## config.mk

```make
export PLATFORM = sky130hd
export DESIGN_NAME = ov7670_frame_reader_flat
export DESIGN_NICKNAME = d
export VERILOG_FILES = /design/src/rtl/ov7670_frame_reader_pkg.sv /design/src/rtl/ov7670_frame_reader_if.sv /design/src/rtl/ov7670_frame_reader_fifo.sv /design/src/rtl/ov7670_frame_reader.sv /design/src/flat_wrapper.sv
export SDC_FILE = /design/constraint.sdc
export NUM_CORES = 1
export LEC_CHECK = 0
export ABC_AREA = 1
export CAP_MARGIN = 10
export CELL_PAD_IN_SITES_DETAIL_PLACEMENT = 0
export CELL_PAD_IN_SITES_GLOBAL_PLACEMENT = 1
export CORE_UTILIZATION = 45
export CTS_BUF_LIST = sky130_fd_sc_hd__clkbuf_16
export DETAILED_ROUTE_END_ITERATION = 10
export MAX_ROUTING_LAYER = met4
export PLACE_DENSITY_LB_ADDON = 0.12
export REMOVE_ABC_BUFFERS = 1
export SYNTH_ARGS = -nofsm -noshare
export SYNTH_HDL_FRONTEND = slang
export SYNTH_HIERARCHICAL = 1
export SYNTH_SLANG_ARGS = --single-unit
```

## constraint.sdc

```tcl
create_clock -name Clk_i -period 5.9 [get_ports Clk_i]
set_input_delay 1.18 -clock Clk_i [delete_from_list [all_inputs] [get_ports Clk_i]]
set_output_delay 1.18 -clock Clk_i [all_outputs]
set_load 0.05 [all_outputs]
```

## src/rtl/ov7670_frame_reader_pkg.sv

```systemverilog
// rtl/ov7670_frame_reader_pkg.sv - shared ov7670 constants, reader FSM encoding and credit helper
package ov7670_frame_reader_pkg;

  localparam logic low_p  = 1'b0;
  localparam logic high_p = 1'b1;

  localparam int QVGA_WIDTH   = 320;
  localparam int QVGA_HEIGHT  = 240;
  localparam int PIX_W_RGB565 = 16;
  localparam int QVGA_ADDR_W  = 17;

  typedef enum logic [1:0] {
    ST_IDLE  = 2'd0,
    ST_READ  = 2'd1,
    ST_DRAIN = 2'd2
  } state_t;

  // A read may issue while buffered + in-flight pixels stay within the 2-entry FIFO.
  function automatic logic credit_ok(input logic [1:0] occ, input logic in_flight, input logic pop);
    logic [2:0] w_sum;
    w_sum = {1'b0, occ} + {2'b00, in_flight};
    return (w_sum <= 3'd1) || ((w_sum == 3'd2) && pop);
  endfunction

endpackage

```

## src/rtl/ov7670_frame_reader_if.sv

```systemverilog
// rtl/ov7670_frame_reader_if.sv - BRAM read port and pixel stream bundle for the frame reader
interface ov7670_frame_reader_if #(
  parameter int PIX_W  = 16,
  parameter int ADDR_W = 17
);
  logic              Rd_En_o;
  logic [ADDR_W-1:0] Rd_Addr_o;
  logic [PIX_W-1:0]  Rd_Data_i;
  logic [PIX_W-1:0]  Pix_Data_o;
  logic              Pix_Valid_o;
  logic              Pix_Ready_i;
  logic              Pix_Sof_o;
  logic              Pix_Eol_o;

  modport master (
    output Rd_En_o, Rd_Addr_o, Pix_Data_o, Pix_Valid_o, Pix_Sof_o, Pix_Eol_o,
    input  Rd_Data_i, Pix_Ready_i
  );

  modport slave (
    input  Rd_En_o, Rd_Addr_o, Pix_Data_o, Pix_Valid_o, Pix_Sof_o, Pix_Eol_o,
    output Rd_Data_i, Pix_Ready_i
  );
endinterface

```

## src/rtl/ov7670_frame_reader_fifo.sv

```systemverilog
// rtl/ov7670_frame_reader_fifo.sv - 2-entry output FIFO carrying pixel data with sof/eol tags
module ov7670_frame_reader_fifo #(
  parameter int W = 18
) (
  input  logic         Clk_i,
  input  logic         Reset_i,
  input  logic         push,
  input  logic         pop,
  input  logic [W-1:0] din,
  output logic [W-1:0] dout,
  output logic         empty,
  output logic [1:0]   count
);

  logic [W-1:0] r_mem [2];
  logic         r_wr_ptr;
  logic         r_rd_ptr;
  logic [1:0]   r_count;

  always_ff @(posedge Clk_i or negedge Reset_i) begin
    if (!Reset_i) begin
      r_mem[0] <= '0;
      r_mem[1] <= '0;
      r_wr_ptr <= 1'b0;
      r_rd_ptr <= 1'b0;
      r_count  <= 2'd0;
    end else begin
      if (push) begin
        r_mem[r_wr_ptr] <= din;
        r_wr_ptr        <= ~r_wr_ptr;
      end
      if (pop) begin
        r_rd_ptr <= ~r_rd_ptr;
      end
      r_count <= r_count + {1'b0, push} - {1'b0, pop};
    end
  end

  assign dout  = r_mem[r_rd_ptr];
  assign empty = (r_count == 2'd0);
  assign count = r_count;

endmodule

```

## src/rtl/ov7670_frame_reader.sv

```systemverilog
// rtl/ov7670_frame_reader.sv - raster readout of one stored frame per frame-available rising edge
module ov7670_frame_reader
  import ov7670_frame_reader_pkg::*;
#(
  parameter int WIDTH  = QVGA_WIDTH,
  parameter int HEIGHT = QVGA_HEIGHT,
  parameter int PIX_W  = PIX_W_RGB565,
  parameter int ADDR_W = QVGA_ADDR_W
) (
  input  logic                  Clk_i,
  input  logic                  Reset_i,
  input  logic                  Frame_i,
  ov7670_frame_reader_if.master bus,
  output logic                  Busy_o,
  output logic                  Frame_Done_o,
  output logic                  Overrun_o
);

  localparam int COL_W = (WIDTH > 1) ? $clog2(WIDTH) : 1;
  localparam int ROW_W = (HEIGHT > 1) ? $clog2(HEIGHT) : 1;
  localparam logic [COL_W-1:0]  COL_LAST  = COL_W'(WIDTH - 1);
  localparam logic [ROW_W-1:0]  ROW_LAST  = ROW_W'(HEIGHT - 1);
  localparam logic [ADDR_W-1:0] ADDR_LAST = ADDR_W'(WIDTH * HEIGHT - 1);

  state_t            r_state;
  state_t            w_state_nxt;
  logic              r_frame_q;
  logic [COL_W-1:0]  r_col;
  logic [ROW_W-1:0]  r_row;
  logic [ADDR_W-1:0] r_addr;
  logic              r_in_flight;
  logic              r_if_sof;
  logic              r_if_eol;
  logic              r_overrun;
  logic              r_done;

  logic              w_rise;
  logic              w_start;
  logic              w_rd_en;
  logic              w_done_nxt;
  logic              w_pop;
  logic              w_empty;
  logic [1:0]        w_count;
  logic [PIX_W+1:0]  w_dout;

  assign w_rise = Frame_i & ~r_frame_q;
  assign w_pop  = ~w_empty & bus.Pix_Ready_i;

  always_comb begin
    w_state_nxt = r_state;
    w_start     = 1'b0;
    w_rd_en     = 1'b0;
    w_done_nxt  = 1'b0;
    case (r_state)
      ST_IDLE: begin
        if (w_rise) begin
          w_start     = 1'b1;
          w_state_nxt = ST_READ;
        end
      end
      ST_READ: begin
        if (credit_ok(w_count, r_in_flight, w_pop)) begin
          w_rd_en = 1'b1;
          if (r_addr == ADDR_LAST) w_state_nxt = ST_DRAIN;
        end
      end
      ST_DRAIN: begin
        if (w_empty && !r_in_flight) begin
          w_done_nxt  = 1'b1;
          w_state_nxt = ST_IDLE;
        end
      end
      default: w_state_nxt = ST_IDLE;
    endcase
  end

  always_ff @(posedge Clk_i or negedge Reset_i) begin
    if (!Reset_i) begin
      r_state   <= ST_IDLE;
      r_frame_q <= high_p;
      r_overrun <= low_p;
      r_done    <= low_p;
    end else begin
      r_state   <= w_state_nxt;
      r_frame_q <= Frame_i;
      r_done    <= w_done_nxt;
      // Edges outside IDLE (including the DRAIN->IDLE cycle) are lost, never queued.
      if (w_rise && r_state != ST_IDLE) r_overrun <= high_p;
    end
  end

  always_ff @(posedge Clk_i or negedge Reset_i) begin
    if (!Reset_i) begin
      r_col       <= '0;
      r_row       <= '0;
      r_addr      <= '0;
      r_in_flight <= low_p;
      r_if_sof    <= low_p;
      r_if_eol    <= low_p;
    end else begin
      r_in_flight <= w_rd_en;
      if (w_start) begin
        r_col  <= '0;
        r_row  <= '0;
        r_addr <= '0;
      end else if (w_rd_en) begin
        r_if_sof <= (r_row == '0) && (r_col == '0);
        r_if_eol <= (r_col == COL_LAST);
        r_addr   <= r_addr + 1'b1;
        if (r_col == COL_LAST) begin
          r_col <= '0;
          if (r_row != ROW_LAST) r_row <= r_row + 1'b1;
        end else begin
          r_col <= r_col + 1'b1;
        end
      end
    end
  end

  ov7670_frame_reader_fifo #(.W(PIX_W + 2)) u_fifo (
    .Clk_i   (Clk_i),
    .Reset_i (Reset_i),
    .push    (r_in_flight),
    .pop     (w_pop),
    .din     ({bus.Rd_Data_i, r_if_sof, r_if_eol}),
    .dout    (w_dout),
    .empty   (w_empty),
    .count   (w_count)
  );

  assign bus.Rd_En_o     = w_rd_en;
  assign bus.Rd_Addr_o   = r_addr;
  assign bus.Pix_Data_o  = w_dout[PIX_W+1:2];
  assign bus.Pix_Valid_o = ~w_empty;
  assign bus.Pix_Sof_o   = ~w_empty & w_dout[1];
  assign bus.Pix_Eol_o   = ~w_empty & w_dout[0];
  assign Busy_o          = (r_state != ST_IDLE);
  assign Frame_Done_o    = r_done;
  assign Overrun_o       = r_overrun;

endmodule

```

## src/flat_wrapper.sv

```systemverilog
// flat-port wrapper written by rule: the top's interface ports become plain ports
module ov7670_frame_reader_flat import ov7670_frame_reader_pkg::*;
#(
  parameter int WIDTH  = QVGA_WIDTH,
  parameter int HEIGHT = QVGA_HEIGHT,
  parameter int PIX_W  = PIX_W_RGB565,
  parameter int ADDR_W = QVGA_ADDR_W
)
  (Clk_i, Reset_i, Frame_i, Busy_o, Frame_Done_o, Overrun_o, bus_Rd_En_o, bus_Rd_Addr_o, bus_Pix_Data_o, bus_Pix_Valid_o, bus_Pix_Sof_o, bus_Pix_Eol_o, bus_Rd_Data_i, bus_Pix_Ready_i);
  ov7670_frame_reader_if #(.PIX_W(PIX_W), .ADDR_W(ADDR_W)) bus_i ();
  input  logic Clk_i;
  input  logic Reset_i;
  input  logic Frame_i;
  output logic Busy_o;
  output logic Frame_Done_o;
  output logic Overrun_o;
  output wire logic [$bits(bus_i.Rd_En_o)-1:0] bus_Rd_En_o;
  output wire logic [$bits(bus_i.Rd_Addr_o)-1:0] bus_Rd_Addr_o;
  output wire logic [$bits(bus_i.Pix_Data_o)-1:0] bus_Pix_Data_o;
  output wire logic [$bits(bus_i.Pix_Valid_o)-1:0] bus_Pix_Valid_o;
  output wire logic [$bits(bus_i.Pix_Sof_o)-1:0] bus_Pix_Sof_o;
  output wire logic [$bits(bus_i.Pix_Eol_o)-1:0] bus_Pix_Eol_o;
  input wire logic [$bits(bus_i.Rd_Data_i)-1:0] bus_Rd_Data_i;
  input wire logic [$bits(bus_i.Pix_Ready_i)-1:0] bus_Pix_Ready_i;
  assign bus_Rd_En_o = bus_i.Rd_En_o;
  assign bus_Rd_Addr_o = bus_i.Rd_Addr_o;
  assign bus_Pix_Data_o = bus_i.Pix_Data_o;
  assign bus_Pix_Valid_o = bus_i.Pix_Valid_o;
  assign bus_Pix_Sof_o = bus_i.Pix_Sof_o;
  assign bus_Pix_Eol_o = bus_i.Pix_Eol_o;
  assign bus_i.Rd_Data_i = bus_Rd_Data_i;
  assign bus_i.Pix_Ready_i = bus_Pix_Ready_i;
  ov7670_frame_reader #(.WIDTH(WIDTH), .HEIGHT(HEIGHT), .PIX_W(PIX_W), .ADDR_W(ADDR_W)) u_core (.Clk_i(Clk_i), .Reset_i(Reset_i), .Frame_i(Frame_i), .bus(bus_i), .Busy_o(Busy_o), .Frame_Done_o(Frame_Done_o), .Overrun_o(Overrun_o));
endmodule
```

==> key figures, run 1 <==
Global routing
  • Met1 demand-to-capacity share in global routing: 0.254
  • Gr usage total: 0.199
  • Global route hottest layer: met2
  • Initial antenna violation count: 0
  • Vias in the first global route: 3710
  • Maximum number of pins on one net before global-route repair: 45
  • GR met3 Demand/Resource: 0.0271
  • First-pass GRT wire length: 16900 um
  • Fraction of met2 tracks used by global routing: 0.320
  • Aggregate global routing overflow: 0

Final layout
  • Diode count: 0
  • Number of filler cells placed in the layout: 911
  • Area growth, synth to finish: 19.1%
  • Post-route insts no fill: 769
  • Final layout net count: 663
  • Share of final-layout standard cells stronger than drive strength 1: 0.142

Clock network
  • Number of cells upsized or downsized after cts: 0
  • Hold_buf cts: 0
  • Number of buffers inserted to repair setup after CTS: 0
  • Bufs on Longest Clock Path: 2
  • Root Buffer Master: sky130_fd_sc_hd__clkbuf_16
  • Worst-path clk slew: 0.06 ns
  • H-Tree Level Count: 3
  • TritonCTS buffer count: 9
  • Clock tree from TritonCTS: done
  • Clock insertion delay at the later pin of the skew report: 0.33 ns
  • Clock sink count: 82

Drt
  • Detailed-route wire length per cell: 12.5 um
  • Antenna-violating nets left: 0
  • Via Count: 3732
  • Total Wirelength: 9600 um
  • Drt pass-1 iters: 4
  • # DRC: 0
  • Detailed router's first-iteration violation count: 149
  • Post-DR vias/cell: 4.85

Synth
  • Fraction of registers with async set/reset: 1.00
  • Cell with the most instances after synthesis: sky130_fd_sc_hd__nand2_1
  • Synthesized instance count: 578
  • Primary FF master, synth: sky130_fd_sc_hd__dfrtp_1
  • Number of enable-type register cells in the synthesized netlist: 0
  • List of most frequent post-synthesis cells: sky130_fd_sc_hd__nand2_1 (144), sky130_fd_sc_hd__inv_1 (88), sky130_fd_sc_hd__dfrtp_1 (81)
  • Netlist Area Pre-Place: 0.00466 sq mm
  • Cell accounting for the most synthesized area: sky130_fd_sc_hd__dfrtp_1
  • Proportion of synthesized chip area in sequential cells: 0.440
  • Post-synthesis register bit count: 82
  • Leading cell types by total area after synthesis: sky130_fd_sc_hd__dfrtp_1 (43%), sky130_fd_sc_hd__nand2_1 (12%), sky130_fd_sc_hd__o21ai_2 (7.5%)
  • Per-instance average area after synthesis: 8.07 sq um
  • Proportion of netlist area held by the largest area contributor: 0.435
  • Number of distinct library cells after synthesis: 36
  • Synth warn: 6

Power and ir drop
  • Leakage power summed over all cells: 2.66 nW
  • Maximum ir drop on the vdd rail: 0.000260 V
  • Total power density per cell area: 486 mW/mm^2

Worst hold path
  • Worst hold stages: 2
  • Hold/Removal Path Class: reg2reg

Place
  • Cell total after placement: 754
  • Count of port buffers added during placement: 59
  • RePlAce Congestion: 0.850
  • Half-perimeter wire length after detailed placement: 6500 um

STA
  • Setup-violating endpoint count in the final report: 0
  • Min cycle time layout: 4.60 ns
  • Final Hold Viols: 0
  • Max-slew violation count: 0
  • F_max: 217 MHz
  • Worst Clk Skew: 0.00558 ns
  • Summed negative setup slack over all endpoints: 0 ns
  • Worst rel slew slack: 0.300
  • Share of the clock period used by the worst path after layout: 0.780
  • Measured slew at the worst slew-check pin: 1.05 ns
  • RSZ-0062 raised after global routing: no

Die
  • Die H: 104 um
  • Overall die width: 104 um
  • Floorplan die area: 0.0108 sq mm
  • Count of boundary I/O pins: 60
  • Placeable core region: 0.00991 sq mm
  • Starting density of the core: 0.471
  • Number of rows in the core area: 36

Critical path
  • CP Data Required Time: 4.72 ns
  • Sort of element at the start of the critical path: primary input
  • Type of the setup path with the least slack: in2out
  • Kind of end point of the critical path: output pin
  • Number of cells on the worst reg-to-reg path: 9
  • Arrival time of data at the critical path endpoint: 3.42 ns
  • Setup slack, reg-to-reg: 3.60 ns
  • Largest fanout of any net on the critical path: 14

Run
  • Max-Cap Viols: 0

Outcome
  • Status: complete, no violations
[registers in the layout (all words and copies together), names as in the netlist, 2 cells and up]
| signal | count |
|---|---|
| u_core/bus.Rd_Addr_o | 17 |
| u_core/r_col | 9 |
| u_core/r_row | 8 |
| u_core/r_state | 2 |
| u_core/u_fifo/count | 2 |
| u_core/u_fifo/r_mem | 36 |
[per-layer routing]
| layer | wire length [um] | part of all wire |
|---|---|---|
| met1 | 4670 | 0.49 |
| met2 | 4440 | 0.46 |
| met3 | 311 | 0.032 |
| met4 | 170 | 0.018 |
| met5 | 0 | 0 |
[kinds of logic (layout without fill, tap and decap cells)]
| group | count (synthesis) | in the layout | synth area share |
|---|---|---|---|
| xor gates and xnor gates | 13 | 13 | 0.0244 |
| AOI/OAI and AO/OA | 86 | 86 | 0.127 |
| DFF | 82 | 82 | 0.440 |
| buffers and inverters | 108 | 166 | 0.106 |
| adders and majority gates | 11 | 11 | 0.0295 |
| and+or+nand+nor | 278 | 278 | 0.273 |
[cell type report]
cell class                      instances  area [sq um]  share of cell area
Clock buffer                            9           225              0.0405
Clock inverter                          6          51.3             0.00923
Inverter                               91           347              0.0624
Multi-Input combinational cell        388          2120               0.381
Sequential cell                        82          2050               0.370
Tap cell                              133           166              0.0300
Timing Repair Buffer                   60           596               0.107
[worst paths after layout]
path,from,to
hold reg to reg,u_core/u_fifo/r_mem[18],u_core/u_fifo/r_mem[18]
max in group asynchronous,Reset_i,u_core/u_fifo/r_mem[29]
min in group asynchronous,Reset_i,u_core/r_row[2]
setup / recovery,bus_Pix_Ready_i,bus_Rd_En_o
setup reg to reg,u_core/r_in_flight,u_core/bus.Rd_Addr_o[8]
hold / removal,u_core/u_fifo/r_mem[18],u_core/u_fifo/r_mem[18]
[metrics by stage]
stage	util	cell area, sq um	total power, mW	hold slack [ns]	setup slack [ns]
finish	0.561	5560	2.70	0.479	1.30
global route	0.561	5560	2.89	0.496	1.19
CTS	0.561	5560	2.73	0.482	1.27
detailed placement	0.533	5280	2.19	0.468	1.27
global placement	0.533	5280	2.16	0.463	1.27
floorplan	-	4520	1.80	0.453	2.56
[layout by cell type, fill, tap and decap left out, types with 3 or more instances in the layout]
cell / count
sky130_fd_sc_hd__clkbuf_16: 9
sky130_fd_sc_hd__nand2_2: 18
sky130_fd_sc_hd__ha_1: 11
sky130_fd_sc_hd__nand2_1: 144
sky130_fd_sc_hd__nand3_1: 40
sky130_fd_sc_hd__clkdlybuf4s50_1: 58
sky130_fd_sc_hd__nand2_4: 4
sky130_fd_sc_hd__nor2_1: 40
sky130_fd_sc_hd__nand3b_1: 3
sky130_fd_sc_hd__nor2_4: 3
sky130_fd_sc_hd__dfrtp_1: 81
sky130_fd_sc_hd__inv_1: 90
sky130_fd_sc_hd__o21ai_2: 40
sky130_fd_sc_hd__xor2_1: 11
sky130_fd_sc_hd__nor3_1: 5
sky130_fd_sc_hd__nand4_1: 11
sky130_fd_sc_hd__a21oi_1: 3
sky130_fd_sc_hd__o21ai_0: 38
[critical path: stages]
cell                              delay (ns)
sky130_fd_sc_hd__clkdlybuf4s50_1        0.45
sky130_fd_sc_hd__inv_1                  0.06
sky130_fd_sc_hd__nor2_4                 0.12
sky130_fd_sc_hd__nand3_2                0.11
sky130_fd_sc_hd__a21oi_2                0.57
sky130_fd_sc_hd__clkdlybuf4s50_1        0.93
[report_power, final]
group	leakage (nW)	internal, mW	total (mW)	switching, mW
Clock	0.145	0.319	0.527	0.208
Sequential	1.06	0.728	0.881	0.153
Combinational	1.45	0.426	1.29	0.863
Total	2.66	1.47	2.70	1.22
Power figures use the tool's default switching activity.
==> inputs of run 2 (changes only) <==
CORE_UTILIZATION = 41   (was 45)
clock period = 4.3 ns   (was 5.9 ns; I/O delays follow)
==> key figures, run 2 (same netlist as run 1, synthesis figures left out) <==
Outcome
  • Status: complete, no violations

STA
  • RSZ-0062 raised after global routing: no
  • Worst hold slack: 0.477 ns (-0.00137 ns)
  • Summed negative setup slack over all endpoints: 0 ns (unchanged)
  • F_max: 281 MHz
  • Measured slew at the worst slew-check pin: 1.05 ns (-0.00371 ns)
  • Max-slew violation count: 0 (unchanged)
  • Min cycle time layout: 3.56 ns
  • Setup-violating endpoint count in the final report: 0 (unchanged)
  • Share of the clock period used by the worst path after layout: 0.828
  • Worst Clk Skew: 0.0102 ns (+0.00461 ns)
  • Final Hold Viols: 0 (unchanged)
  • Worst rel slew slack: 0.302 (+0.00248)

Clock network
  • Clock insertion delay at the later pin of the skew report: 0.33 ns (about the same)
  • Clock tree from TritonCTS: done
  • Clock sink count: 82 (unchanged)
  • Number of buffers inserted to repair setup after CTS: 0 (unchanged)
  • TritonCTS buffer count: 9 (unchanged)
  • H-Tree Level Count: 3 (unchanged)
  • Root Buffer Master: sky130_fd_sc_hd__clkbuf_16
  • Number of cells upsized or downsized after cts: 0 (unchanged)
  • Bufs on Longest Clock Path: 2 (unchanged)
  • Hold_buf cts: 0 (unchanged)
  • Worst-path clk slew: 0.07 ns (about the same)

Critical path
  • CP Data Required Time: 3.44 ns (-1.28 ns)
  • Sort of element at the start of the critical path: flop
  • Number of cells on the worst reg-to-reg path: 12 (+3)
  • Kind of end point of the critical path: output pin
  • Setup slack, reg-to-reg: 2.01 ns (-1.59 ns)
  • R2R Path Start: u_core/r_in_flight
  • Arrival time of data at the critical path endpoint: 2.70 ns (-0.72 ns)
  • FF-to-FF End: u_core/r_row[3]
  • Largest fanout of any net on the critical path: 6 (-8)
  • Type of the setup path with the least slack: reg2out

Die
  • Count of boundary I/O pins: 60 (unchanged)
  • Number of rows in the core area: 38 (+5.6%)
  • Overall die width: 109 um (+4.7%)
  • Placeable core region: 0.0110 sq mm (+11%)
  • Starting density of the core: 0.425 (-0.0460)
  • Die H: 109 um (+4.7%)
  • Floorplan die area: 0.0118 sq mm (+9.6%)

Drt
  • Routed length on met3: 376 um (+21%)
  • Detailed-route wire length on metal 1: 4640 um (-0.81%)
  • # DRC: 0 (unchanged)
  • Total Wirelength: 9640 um (+0.48%)
  • Highest routing layer actually used: met3
  • Detailed router's first-iteration violation count: 189 (+27%)
  • Total length of routed met2 wires: 4630 um (+4.3%)
  • Detailed-route wire length per cell: 12.4 um (-0.68%)
  • Post-DR vias/cell: 4.82 (-0.65%)
  • Antenna-violating nets left: 0 (unchanged)
  • Drt pass-1 iters: 4 (unchanged)
  • Via Count: 3751 (+0.51%)

Global routing
  • Aggregate global routing overflow: 0 (unchanged)
  • Gr usage total: 0.183 (-0.0160)
  • Maximum number of pins on one net before global-route repair: 83 (+84%)
  • Initial antenna violation count: 0 (unchanged)
  • Vias in the first global route: 3658 (-1.4%)
  • First-pass GRT wire length: 16600 um (-1.9%)

Final layout
  • Diode count: 0 (unchanged)
  • Number of filler cells placed in the layout: 1050 (+15%)
  • Storage cell area: 0.00205 sq mm (unchanged)
  • Most common cell after layout, fill and taps aside: sky130_fd_sc_hd__nand2_1
  • Share of final-layout standard cells stronger than drive strength 1: 0.149 (+0.00739)
  • Largest register by flop count: u_core/u_fifo/r_mem
  • Area growth, synth to finish: 20.0%
  • Area taken by multi-input logic gates: 0.00212 sq mm (unchanged)
  • Max reg flops: 36 (unchanged)
  • Final layout net count: 664 (+0.15%)
  • Commonest cells after routing, fill and taps aside: sky130_fd_sc_hd__nand2_1 (144), sky130_fd_sc_hd__inv_1 (88), sky130_fd_sc_hd__dfrtp_1 (81)

Worst hold path
  • Worst Hold Path EP: u_core/Overrun_o
  • Hold/Removal Path Class: reg2reg
  • Hold Path Origin: u_core/Overrun_o
  • Worst hold stages: 1 (-1)

Run
  • Max-Cap Viols: 0 (unchanged)

Place
  • Half-perimeter wire length after detailed placement: 6560 um (+0.91%)
  • RePlAce Congestion: 0.786 (-7.5%)
  • Count of port buffers added during placement: 59 (unchanged)

Power and ir drop
  • Maximum ir drop on the vdd rail: 0.000437 V (+68%)
  • Total power density per cell area: 674 mW/mm^2 (+39%)
  • Leakage power summed over all cells: 2.66 nW (+0.11%)
## run 2: cell types whose count changed in the layout (fill, tap and decap cells not counted), sizes merged
cell / before / now
buf: 2 / 3
clkinv: 3 / 1
inv: 93 / 94
clkinvlp: 0 / 2
## run 2: stage by stage
stage          setup WS, ns  power, mW  cells  area, sq um  utilization
2_1_floorplan          1.43       2.46    561         4520            -
3_3_place_gp          0.849       3.00    762         5300        0.482
3_5_place_dp          0.852       3.03    762         5300        0.482
4_1_cts               0.708       3.83    778         5600        0.510
5_1_grt               0.576       4.04    778         5600        0.510
6_report              0.742       3.77    778         5600        0.510
## run 2: layer usage
layer  global-route usage  up-vias
li1                     -     1930
met1                0.225     1760
met2                0.313       61
met3               0.0341        0
met4               0.0396        0
met5                    -        -
## run 2: worst max path at each step
stage | startpoint | cells past startpoint | end | slack (ns)
5_1_grt | u_core/r_in_flight | 8 | bus_Rd_En_o | 0.58
3_3_place_gp | bus_Pix_Ready_i | 6 | bus_Rd_En_o | 0.85
4_1_cts | u_core/r_in_flight | 8 | bus_Rd_En_o | 0.71
2_1_floorplan | u_core/r_in_flight | 8 | bus_Rd_En_o | 1.43
3_5_place_dp | bus_Pix_Ready_i | 6 | bus_Rd_En_o | 0.85
6_report | u_core/r_in_flight | 8 | bus_Rd_En_o | 0.74
## run 2: power by group
group | switching, mW | internal [mW] | total, mW
registers | 0.169 | 1.00 | 1.17
logic | 1.23 | 0.596 | 1.82
clock network | 0.325 | 0.455 | 0.781
total | 1.72 | 2.05 | 3.77
## run 2: cell type report
type,instances,share of cell area
clock buffers,9,0.0402
clock inverters,7,0.0136
inverters,91,0.0619
multi-input cells,388,0.378
flip-flops and latches,82,0.367
well taps,140,0.0313
repair buffers,61,0.108
## run 2: critical path, stage by stage (launching register included)
cell	delay (ns)
sky130_fd_sc_hd__dfrtp_1	0.52
sky130_fd_sc_hd__ha_1	0.23
sky130_fd_sc_hd__inv_1	0.07
sky130_fd_sc_hd__ha_1	0.30
sky130_fd_sc_hd__inv_1	0.05
sky130_fd_sc_hd__nor2_1	0.10
sky130_fd_sc_hd__nand3_2	0.12
sky130_fd_sc_hd__a21oi_2	0.17
sky130_fd_sc_hd__clkdlybuf4s50_1	0.81
